## config.mk

```make
export PLATFORM = sky130hd
export DESIGN_NAME = uart_tx_arbiter
export DESIGN_NICKNAME = d
export VERILOG_FILES = /design/src/rtl/bitty_uart_pkg.sv /design/src/rtl/rr_pick.sv /design/src/rtl/uart_tx_arbiter.sv
export SDC_FILE = /design/constraint.sdc
export NUM_CORES = 1
export LEC_CHECK = 0
export BUFFER_PORTS_ARGS = -buffer_cell sky130_fd_sc_hd__buf_4
export CORE_AREA = 2 2 62 58
export DETAILED_ROUTE_END_ITERATION = 8
export DIE_AREA = 0 0 64 60
export PLACE_DENSITY = 0.58
export SETUP_SLACK_MARGIN = 0.2
export SLEW_MARGIN = 30
export SYNTH_ARGS = -nofsm -noshare
export SYNTH_HDL_FRONTEND = slang
export SYNTH_HIERARCHICAL = 1
export SYNTH_SLANG_ARGS = --single-unit
```

## constraint.sdc

```tcl
create_clock -name clk -period 2.1 [get_ports clk]
set_input_delay 0.21 -clock clk [delete_from_list [all_inputs] [get_ports clk]]
set_output_delay 0.21 -clock clk [all_outputs]
set_load 0.03 [all_outputs]
```

## src/rtl/bitty_uart_pkg.sv

```systemverilog
`default_nettype none
// ============================================================================
// Module   : bitty_uart_pkg
// Brief    : Shared types and constants for the bitty UART transmit path:
//            arbiter state encoding, byte width, default timeout and the
//            clks_per_bit values for the supported baud rates.
// Revision : 1.0 - initial release
// ============================================================================
package bitty_uart_pkg;

   // Transmit arbiter states
   typedef enum logic [1:0] {
      IDLE      = 2'd0,
      START     = 2'd1,
      WAIT_DONE = 2'd2
   } arb_state_t;

   localparam int BYTE_W = 8;

   // Longest frame is 10 bits at 5208 clks/bit (52080 cycles); stay above it
   localparam int DEFAULT_TIMEOUT_CYCLES = 65535;

   // clks_per_bit for a 50 MHz clock
   localparam int CLKS_PER_BIT_9600   = 5208;
   localparam int CLKS_PER_BIT_19200  = 2604;
   localparam int CLKS_PER_BIT_57600  = 868;
   localparam int CLKS_PER_BIT_115200 = 434;

endpackage
`default_nettype wire

```

## src/rtl/rr_pick.sv

```systemverilog
`default_nettype none
// ============================================================================
// Module   : rr_pick
// Brief    : Combinational round-robin selector. Returns the first set
//            req_valid bit found by searching circularly from pointer, as a
//            one-hot vector and as an index, plus an any-valid flag.
// Revision : 1.0 - initial release
// ============================================================================
module rr_pick
   import bitty_uart_pkg::*;
#(
   parameter int NUM_REQ = 2,
   parameter int IDX_W   = (NUM_REQ > 1) ? $clog2(NUM_REQ) : 1
) (
   input  logic [NUM_REQ-1:0] req_valid,
   input  logic [IDX_W-1:0]   pointer,
   output logic [NUM_REQ-1:0] onehot,
   output logic [IDX_W-1:0]   sel_index,
   output logic               any_valid
);

   // Circular first-set search starting at pointer
   always_comb begin
      onehot    = '0;
      sel_index = '0;
      any_valid = 1'b0;
      for (int k = 0; k < NUM_REQ; k++) begin
         if (!any_valid && req_valid[(int'(pointer) + k) % NUM_REQ]) begin
            any_valid = 1'b1;
            onehot[(int'(pointer) + k) % NUM_REQ] = 1'b1;
            sel_index = IDX_W'((int'(pointer) + k) % NUM_REQ);
         end
      end
   end

endmodule
`default_nettype wire

```

## src/rtl/uart_tx_arbiter.sv

```systemverilog
`default_nettype none
// ============================================================================
// Module   : uart_tx_arbiter
// Brief    : Round-robin arbiter sharing one UART transmitter between
//            NUM_REQ byte producers. One byte in flight at a time; the
//            granted requester receives a one-cycle req_done pulse once
//            uart_module reports tx_done.
// Options  : ARB_TIMEOUT_EN - when defined, a WAIT_DONE watchdog releases
//            the transmitter after TIMEOUT_CYCLES and sets a sticky
//            timeout_err; when undefined, timeout_err is tied low.
// Revision : 1.0 - initial release
// ============================================================================
module uart_tx_arbiter
   import bitty_uart_pkg::*;
#(
   parameter int NUM_REQ        = 2,
   parameter int TIMEOUT_CYCLES = DEFAULT_TIMEOUT_CYCLES
) (
   input  logic                      clk,
   input  logic                      reset,
   input  logic [NUM_REQ-1:0]        req_valid,
   input  logic [BYTE_W*NUM_REQ-1:0] req_data,
   output logic [NUM_REQ-1:0]        req_done,
   output logic [NUM_REQ-1:0]        grant,
   output logic                      tx_en,
   output logic [BYTE_W-1:0]         tx_data,
   input  logic                      tx_done,
   output logic                      busy,
   output logic                      timeout_err
);

   localparam int IDX_W = (NUM_REQ > 1) ? $clog2(NUM_REQ) : 1;

   arb_state_t         state, state_next;
   logic [NUM_REQ-1:0] grant_next, done_next;
   logic [BYTE_W-1:0]  data_next;
   logic [IDX_W-1:0]   pointer, pointer_next;
   logic [IDX_W-1:0]   sel, sel_next;

   logic [NUM_REQ-1:0] pick_onehot;
   logic [IDX_W-1:0]   pick_index;
   logic               pick_any;

   // Pointer moves to the requester after the one just served
   function automatic logic [IDX_W-1:0] next_ptr(input logic [IDX_W-1:0] cur);
      if (cur == IDX_W'(NUM_REQ - 1)) begin
         return '0;
      end
      return cur + 1'b1;
   endfunction

   rr_pick #(
      .NUM_REQ (NUM_REQ),
      .IDX_W   (IDX_W)
   ) u_rr_pick (
      .req_valid (req_valid),
      .pointer   (pointer),
      .onehot    (pick_onehot),
      .sel_index (pick_index),
      .any_valid (pick_any)
   );

   // tx_en is exactly the single START cycle
   assign tx_en = (state == START);
   assign busy  = (state != IDLE);

`ifdef ARB_TIMEOUT_EN
   localparam logic [15:0] TIMEOUT_LAST = 16'(TIMEOUT_CYCLES - 1);

   logic [15:0] wait_cnt, wait_cnt_next;
   logic        timeout_flag, timeout_flag_next;

   assign timeout_err = timeout_flag;
`else
   logic unused_timeout_cfg;

   assign unused_timeout_cfg = ^16'(TIMEOUT_CYCLES);
   assign timeout_err        = 1'b0;
`endif

   // Next-state and next-output decode
   always_comb begin
      state_next   = state;
      grant_next   = grant;
      data_next    = tx_data;
      done_next    = '0;
      pointer_next = pointer;
      sel_next     = sel;
`ifdef ARB_TIMEOUT_EN
      wait_cnt_next     = wait_cnt;
      timeout_flag_next = timeout_flag;
`endif
      case (state)
         IDLE: begin
            if (pick_any) begin
               grant_next = pick_onehot;
               sel_next   = pick_index;
               data_next  = req_data[BYTE_W*pick_index +: BYTE_W];
               state_next = START;
            end
         end
         START: begin
            state_next = WAIT_DONE;
`ifdef ARB_TIMEOUT_EN
            wait_cnt_next = '0;
`endif
         end
         WAIT_DONE: begin
            if (tx_done) begin
               done_next    = grant;
               grant_next   = '0;
               pointer_next = next_ptr(sel);
               state_next   = IDLE;
            end
`ifdef ARB_TIMEOUT_EN
            else if (wait_cnt == TIMEOUT_LAST) begin
               // Forced release: no req_done, requester is retried later
               grant_next        = '0;
               pointer_next      = next_ptr(sel);
               timeout_flag_next = 1'b1;
               state_next        = IDLE;
            end else begin
               wait_cnt_next = wait_cnt + 16'd1;
            end
`endif
         end
         default: begin
            state_next = IDLE;
            grant_next = '0;
         end
      endcase
   end

   // State and registered outputs; active-low synchronous reset
   always_ff @(posedge clk) begin
      if (!reset) begin
         state    <= IDLE;
         grant    <= '0;
         tx_data  <= '0;
         req_done <= '0;
         pointer  <= '0;
         sel      <= '0;
`ifdef ARB_TIMEOUT_EN
         wait_cnt     <= '0;
         timeout_flag <= 1'b0;
`endif
      end else begin
         state    <= state_next;
         grant    <= grant_next;
         tx_data  <= data_next;
         req_done <= done_next;
         pointer  <= pointer_next;
         sel      <= sel_next;
`ifdef ARB_TIMEOUT_EN
         wait_cnt     <= wait_cnt_next;
         timeout_flag <= timeout_flag_next;
`endif
      end
   end

endmodule
`default_nettype wire

```

==> results of run 1 <==
-- cell usage in the layout, fill, tap and decap left out --
cell type	instances
o21a_1	2
and3_1	2
nor3b_1	3
o31a_1	1
inv_1	2
clkbuf_4	3
nor4bb_1	1
o21ai_0	1
mux2i_1	10
a21boi_1	1
buf_4	35
a21boi_0	2
or2_1	2
nor3b_4	1
and3b_1	1
dfxtp_1	16
and2_1	2
nor2_1	1
conb_1	1
nand4bb_1	1
nand2_2	1
nor2b_1	3
nand2_1	9
o211a_1	8
clkbuf_8	1
-- area by class of cell --
type,count,area [µm²]
clock buffers,4,36.3
fillers,336,2140
inverters,2,7.51
multi-input cells,53,407
flip-flops and latches,16,320
well taps,44,55.1
repair buffers,35,263
-- kinds of logic (layout without fill, tap and decap cells) --
logic type | count (synthesis) | in the layout | synth area share [%]
buffers and inverters | 7 | 41 | 5.99
other | 1 | 1 | 0.485
and+or+nand+nor | 27 | 27 | 22.2
AOI/OAI and AO/OA | 15 | 15 | 17.0
DFF | 16 | 16 | 41.4
muxes | 10 | 10 | 12.9
-- through the flow --
step | utilization, % | setup WS, ps | cells | hold WS, ps | power [mW]
4_1_cts | 33.7 | 656 | 154 | 244 | 0.778
3_3_place_gp | 32.6 | 660 | 150 | 489 | 0.577
5_1_grt | 33.7 | 498 | 154 | 241 | 0.816
2_1_floorplan | - | 864 | 76 | 332 | 0.501
3_5_place_dp | 32.6 | 610 | 150 | 490 | 0.581
6_report | 33.7 | 674 | 154 | 248 | 0.767
-- metal layers --
metal / wire [µm] / global-route usage [%]
met5: 0 / 0
met4: 4 / 1.86
met3: 94 / 2.82
met2: 783 / 17.6
met1: 710 / 10.7
-- registers in the layout, indices dropped and copies added (netlist names) --
register	flops
req_done	2
grant	2
pointer	1
state	2
sel	1
tx_data	8
-- report_power, final --
part	switching, mW	total, mW	internal [mW]
Clock	0.0912	0.196	0.105
Sequential	0.0217	0.353	0.331
Combinational	0.115	0.218	0.102
Total	0.228	0.767	0.539
-- final timing paths --
check	start	end	slack (ps)
max reg2reg	state[0]	sel	670
min	reset	grant[0]	250
max	state[0]	sel	670
min reg2reg	tx_data[0]	tx_data[0]	510
==> flow_metrics.tcl, run 1 <==
set metrics [dict create \
    ant_nets 0 \
    dp_hpwl_mm 1.25 \
    cts_htree_levels 1 \
    clk_latency_ps 270 \
    viasPerCell 4.12 \
    coreArea_mm2 0.00323 \
    path_cells "nor3b_4, mux2i_1, nor2b_1" \
    slowest_delay_ps 620 \
    drive_gt1_share_pct 37.3 \
    grt_pass1_vias 652 \
    io_pins 36 \
    fin_area_mm2 0.00109 \
    worstMarginPinSlew_ps 673 \
    cts_tree "built" \
    min_period_ps 1430 \
    max-cap-violations 0 \
    cts_hold_buf 0 \
    run_status "finished clean" \
    first_pass_iters 4 \
    gp_congestion 0.675 \
    syn-num-nets 97 \
    drc_errors 0 \
    worstPathArrival_ps 1600 \
    wl_mm 1.59 \
    antenna_found_initial 0 \
    synth_top_area_share_pct 41.4 \
    synth_seq_cells 16 \
    slowest_stage "nor3b_4" \
    synth_area_leaders "dfxtp_1 41%, mux2i_1 13%, o211a_1 10%" \
    path_depth 3 \
    grt_remaining_overflow 0 \
    endpoint_kind "register" \
    tns_ps 0 \
    dieArea_mm2 0.00384 \
    hp-class "input pin to register" \
    path_max_fanout 18 \
    synth_edf_count 0 \
    rows 20 \
    diodes 0 \
    syn_area_um2 773 \
    avgSynthCellArea_um2 10.2 \
    ys_warn_count 6 \
    finalNetCount 132 \
    synthesis.instances 76 \
    grt_pass1_wl_mm 2.82 \
    fin_crit_sh_pct 67.9 \
    slew_headroom_pct 55.1 \
    synth_common_cells "16 x dfxtp_1, 10 x mux2i_1, 9 x nand2_1, 8 x o211a_1" \
    clockRootBuffer "clkbuf_4" \
    hold_violations 0 \
    num_vias 635 \
    setup_viol 0 \
    grt_util_all_layers_pct 9.41 \
    wire_per_inst_um 10.3 \
    cp.required_ps 2280 \
    p_leak_nw 0.551 \
    power_density_mw_per_mm2 704 \
    chipWidth_um 64 \
    worstSetupPathType "register to register" \
    critPathTopFamily "simple AND/OR/NAND/NOR gates" \
    hold_depth 2 \
    dr.first_iter.drc_count 28 \
    grt_max_degree 19 \
    synthToLayoutAreaGrowth_pct 40.8 \
    fin_skew_ps 0.340 \
    ys_seq_area_share_pct 41.4 \
    r2r_cells 3 \
    clkSlewWorstSetupHoldPaths_ps 90 \
    synth_top_flop_cell "dfxtp_1" \
    cts_buffers 3 \
    drv_slew 0 \
    peakVddDrop_mv 0.253 \
    cts_setup_buffers 0 \
    cts.sinks 16 \
    synth.most_common_cell "dfxtp_1" \
    synth_top_cell_by_area "dfxtp_1" \
    port_buffers 34 \
    path_buf_inv 0 \
    post_cts_resized 0 \
    ys_types 25 \
    synth-async-reset-ratio_pct 0 \
    fmax_mhz 701 \
    start_util_pct 24.0 \
    clockBufferDepth 2 \
    crit_path_start_kind "register" \
    rsz0062_at_grt "false" \
    fp.dieH_um 60 \
    place_area_mm2 0.00105 \
]
No activity file was read; power rests on OpenSTA's default activity.
==> inputs of run 2 (changes only) <==
- PLACE_DENSITY: 0.58 -> 0.6
- clock period: 2.1 -> 1.3 ns (I/O delays scaled with it)
==> run 2 against run 1 <==
Against the previous run:
- sequential cell count stayed put
- critical path type unchanged
- power increased by 78%
- non-clock buffer count grew 12
- cell count rose by 7.8%
- clock power is 70% higher
- global-route usage grew 0.92 points
- utilization increased by 5.5 points
- via count grew 13%
- hold slack worse by 96 ps
- combinational power grew 110%
- critical path depth up 3
- register-to-register slack worse by 580 ps
==> flow_metrics.tcl, run 2 (synthesis results as in run 1) <==
set metrics [dict create \
    run_status "finished clean" \
    num_vias 719 \
    fmax_mhz 832 \
    antenna_found_initial 0 \
    p_leak_nw 0.642 \
    dp_cells 154 \
    port_buffers 34 \
    p_int_uw 949 \
    hold_violations 0 \
    worstReg2RegEnd "tx_data[6]" \
    use_met3_pct 4.71 \
    cts_buffers 3 \
    power_density_mw_per_mm2 1080 \
    peakVddDrop_mv 0.566 \
    combPwrFrac_pct 33.9 \
    grt-busiest-layer "met2" \
    first_pass_iters 2 \
    top_register "tx_data" \
    cts_tree "built" \
    clkSlewWorstSetupHoldPaths_ps 100 \
    hold_path_end "state[1]" \
    ant_nets 0 \
    fp.dieH_um 60 \
    hp-class "input pin to register" \
    power_frac_seq_pct 41.6 \
    clk_latency_ps 280 \
    finalNetCount 144 \
    dp_hpwl_mm 1.33 \
    diodes 0 \
    multi_input_area_um2 450 \
    worstReg2RegStart "pointer" \
    grt_remaining_overflow 0 \
    clockBufferDepth 2 \
    use_met2_pct 19.5 \
    rsz0062_at_grt "true" \
    rows 20 \
    worstPathArrival_ps 1390 \
    setup_viol 0 \
    cts.sinks 16 \
    dieArea_mm2 0.00384 \
    final_cell_mix "40 x buf_4, 13 x dfxtp_1, 9 x nand2_1" \
    viasPerCell 4.33 \
    start_util_pct 24.0 \
    grt_use_met1_pct 10.7 \
    wire_per_inst_um 11.5 \
    gp_congestion 0.733 \
    fin_cells 166 \
    drive_gt1_share_pct 54.1 \
    synthToLayoutAreaGrowth_pct 63.8 \
    p_switching_uw 414 \
    fin_skew_ps 0.949 \
    cp.required_ps 1490 \
    largest_reg_flops 8 \
    ff_latch_area_um2 329 \
    grt_util_all_layers_pct 10.3 \
    final_common_cell "buf_4" \
    place_area_mm2 0.00110 \
    drc_errors 0 \
    dr.first_iter.drc_count 9 \
    final_util_pct 39.2 \
    fin_crit_sh_pct 92.5 \
    chipWidth_um 64 \
    timing.hold.ws_ps 152 \
    crit_path_start_kind "register" \
    holdCritStartpoint "reset" \
    min_period_ps 1200 \
    p_total_mw 1.36 \
    endpoint_kind "register" \
    grt_max_degree 17 \
    pre_cts_slack_ps 77.0 \
    fin_area_mm2 0.00127 \
    r2r_cells 6 \
    worstSetupPathType "register to register" \
    wl_mm 1.91 \
    reg2reg_slack_ps 100 \
    hold_depth 2 \
    p_sw_share_pct 30.4 \
    grt_pass1_vias 743 \
    clockRootBuffer "clkbuf_4" \
    clockPowerShare_pct 24.5 \
    io_pins 36 \
    drv_slew 0 \
    path_max_fanout 5 \
    grt_pass1_wl_mm 3.05 \
    setup_slack_ps 98.1 \
    max-cap-violations 0 \
    coreArea_mm2 0.00323 \
    cts_htree_levels 1 \
    fillers 322 \
    tns_ps 0 \
]
==> run 2: changes by cell type in the layout (fill, tap and decap cells not counted), moves of 2 or more <==
cell	previous run	this run
dfxtp_4	0	2
mux2i_2	0	2
dfxtp_1	16	13
buf_6	0	6
mux2i_1	10	8
buf_4	35	40
nor2b_1	3	1
nor2b_4	0	2
==> run 2: repair_timing <==
item,CTS,global route
pin swaps,5,5
gates cloned,1,0
setup buffers,4,3
endpoints found under the setup margin,13,14
endpoints found under the hold margin,0,0
hold buffers,0,0
resized for setup,12,11
==> run 2: final cells by class <==
cell class              instances  area share [%]
inverters                       2           0.593
clock buffers                   4            2.87
repair buffers                 47            30.6
multi-input cells              53            35.6
well taps                      44            4.35
flip-flops and latches         16            26.0
==> run 2: layer usage <==
metal | part of all wire [%] | wire, µm
met1 | 42 | 812
met2 | 49 | 933
met3 | 8.8 | 168
met4 | 0 | 0
met5 | 0 | 0
==> run 2: worst max-delay path, cell delays in order, from the launching register on <==
cell and delay [ps]:
dfxtp_2 340, inv_2 50, a21boi_4 140, buf_6 160, mux2i_2 230, nand2_2 60, o211a_1 120
==> run 2: how the worst max path moves through the flow <==
stage | endpoint | from | slack, ps
after global placement | tx_data[6] | pointer | 120
after floorplan | tx_data[6] | state[1] | 130
final | tx_data[6] | pointer | 100
after global routing | tx_data[1] | pointer | 30
after detailed placement | tx_data[5] | pointer | 80
after CTS | tx_data[6] | pointer | 90
==> run 2: power groups by stage <==
stage | clock network (mW) | logic, mW | registers [mW]
after floorplan | 0 | 0.175 | 0.642
after global placement | 0 | 0.392 | 0.578
after detailed placement | 0 | 0.398 | 0.578
after CTS | 0.353 | 0.435 | 0.566
after global routing | 0.368 | 0.495 | 0.574
final | 0.334 | 0.463 | 0.567
==> inputs of run 3 (changes only) <==
- BUFFER_PORTS_ARGS: -buffer_cell sky130_fd_sc_hd__buf_4 -> -buffer_cell sky130_fd_sc_hd__buf_2
==> run 3 against run 2 <==
Against the previous run:
- sequential power hardly changed
- clock skew is 1.6 ps higher
- routed wire length is 0.63% lower
- combinational power is 7.1% lower
- critical path type is now register to primary output
- critical endpoint is now busy
- largest power group unchanged
- highest routed layer unchanged
==> flow_metrics.tcl, run 3 (synthesis results as in run 1) <==
set metrics [dict create \
    start_util_pct 24.0 \
    rsz0062_at_grt "true" \
    cts_htree_levels 1 \
    drive_gt1_share_pct 54.5 \
    grt_max_degree 17 \
    synthToLayoutAreaGrowth_pct 57.0 \
    hold_path_end "tx_data[5]" \
    reg2reg_slack_ps 100 \
    wl_mm 1.90 \
    hp-class "input pin to register" \
    clockBufferDepth 2 \
    endpoint_kind "primary output" \
    cts.sinks 16 \
    clockPowerShare_pct 25.6 \
    dieArea_mm2 0.00384 \
    worstReg2RegStart "pointer" \
    cp.required_ps 1170 \
    clk_latency_ps 290 \
    cts_tree "built" \
    final_common_cell "buf_2" \
    dr.first_iter.drc_count 9 \
    path_max_fanout 4 \
    p_sw_share_pct 31.6 \
    dp_hpwl_mm 1.29 \
    cts_hold_buf 0 \
    fin_skew_ps 2.59 \
    num_vias 712 \
    p_switching_uw 424 \
    fin_area_mm2 0.00121 \
    fillers 332 \
    first_pass_iters 4 \
    combPwrFrac_pct 32.1 \
    peakVddDrop_mv 0.612 \
    wire_per_inst_um 11.5 \
    clockRootBuffer "clkbuf_4" \
    crit_path_start_kind "register" \
    fin_crit_sh_pct 92.3 \
    slowest_delay_ps 390 \
    path_cells "or2_4, buf_6" \
    chipWidth_um 64 \
    rows 20 \
    run_status "finished clean" \
    grt_remaining_overflow 0 \
    place_area_mm2 0.00100 \
    path_buf_inv 1 \
    p_int_uw 916 \
    clkSlewWorstSetupHoldPaths_ps 100 \
    fin_cells 165 \
    holdCritStartpoint "req_data[5]" \
    drc_errors 0 \
    power_frac_seq_pct 42.3 \
    power_density_mw_per_mm2 1100 \
    grt_pass1_wl_mm 2.86 \
    max-cap-violations 0 \
    setup_viol 0 \
    ant_nets 0 \
    final_cell_mix "32 x buf_2, 13 x dfxtp_1, 9 x nand2_1" \
    cts_buffers 3 \
    viasPerCell 4.32 \
    worstSetupPathType "register to primary output" \
    dp_cells 152 \
    gp_congestion 0.736 \
    critPathTopFamily "flip-flops" \
    worstReg2RegEnd "tx_data[6]" \
    p_leak_nw 0.613 \
    drv_slew 0 \
    grt_pass1_vias 698 \
    antenna_found_initial 0 \
    hold_violations 0 \
    coreArea_mm2 0.00323 \
    min_period_ps 1200 \
    diodes 0 \
    fp.dieH_um 60 \
    pre_cts_slack_ps 72.6 \
    io_pins 36 \
    fmax_mhz 834 \
    hold_depth 4 \
    grt_util_all_layers_pct 9.72 \
    port_buffers 34 \
    largest_reg_flops 8 \
    worstPathArrival_ps 1070 \
    tns_ps 0 \
    r2r_cells 6 \
    slowest_stage "dfxtp_4" \
    top_register "tx_data" \
    setup_slack_ps 100 \
    finalNetCount 143 \
]
## run 3: repair_timing
action	4_1_cts	5_1_grt
pin swaps	4	6
endpoints found under the setup margin	13	16
setup buffers	6	2
gates cloned	1	0
resized for setup	13	16
## run 3: layer usage
metal  global-route usage (%)  share of wire (%)
met5                        0                  0
met4                        0                  0
met3                     5.27                9.4
met2                     18.2                 47
met1                     10.3                 43
## run 3: how the worst max path moves through the flow
| stage | startpoint | endpoint | slack, ps | depth (start not counted) |
|---|---|---|---|---|
| 2_1_floorplan | state[1] | tx_data[6] | 130 | 5 |
| 3_3_place_gp | pointer | tx_data[6] | 120 | 6 |
| 3_5_place_dp | pointer | tx_data[6] | 70 | 6 |
| 4_1_cts | pointer | tx_data[6] | 90 | 6 |
| 5_1_grt | pointer | tx_data[1] | 20 | 6 |
| 6_report | state[1] | busy | 100 | 2 |
## run 3: tightest hold or removal path, delay by kind of cell
kind / cells / cell delay, ps
AOI/OAI and AO/OA: 1 / 130
buffers and inverters: 1 / 80
and+or+nand+nor: 1 / 60
muxes: 1 / 50
## run 3: final cells by class
cell class              instances  area [µm²]  area share [%]
repair buffers                 46         320            26.4
flip-flops and latches         16         329            27.1
multi-input cells              53         465            38.4
inverters                       2        7.51           0.619
clock buffers                   4        36.3            2.99
well taps                      44        55.1            4.54
## run 3: stage by stage
stage          utilization (%)  hold WS, ps  total power [mW]
3_3_place_gp              31.0          475             0.920
4_1_cts                   34.7          165              1.31
2_1_floorplan                -          252             0.816
3_5_place_dp              31.0          485             0.927
6_report                  37.6          187              1.34
5_1_grt                   37.6          172              1.42
## run 3: power groups by stage
stage | Combinational [mW] | Clock, mW | Sequential, mW
floorplan | 0.175 | 0 | 0.642
global placement | 0.341 | 0 | 0.579
detailed placement | 0.347 | 0 | 0.579
CTS | 0.390 | 0.359 | 0.565
global route | 0.459 | 0.383 | 0.573
finish | 0.430 | 0.343 | 0.567
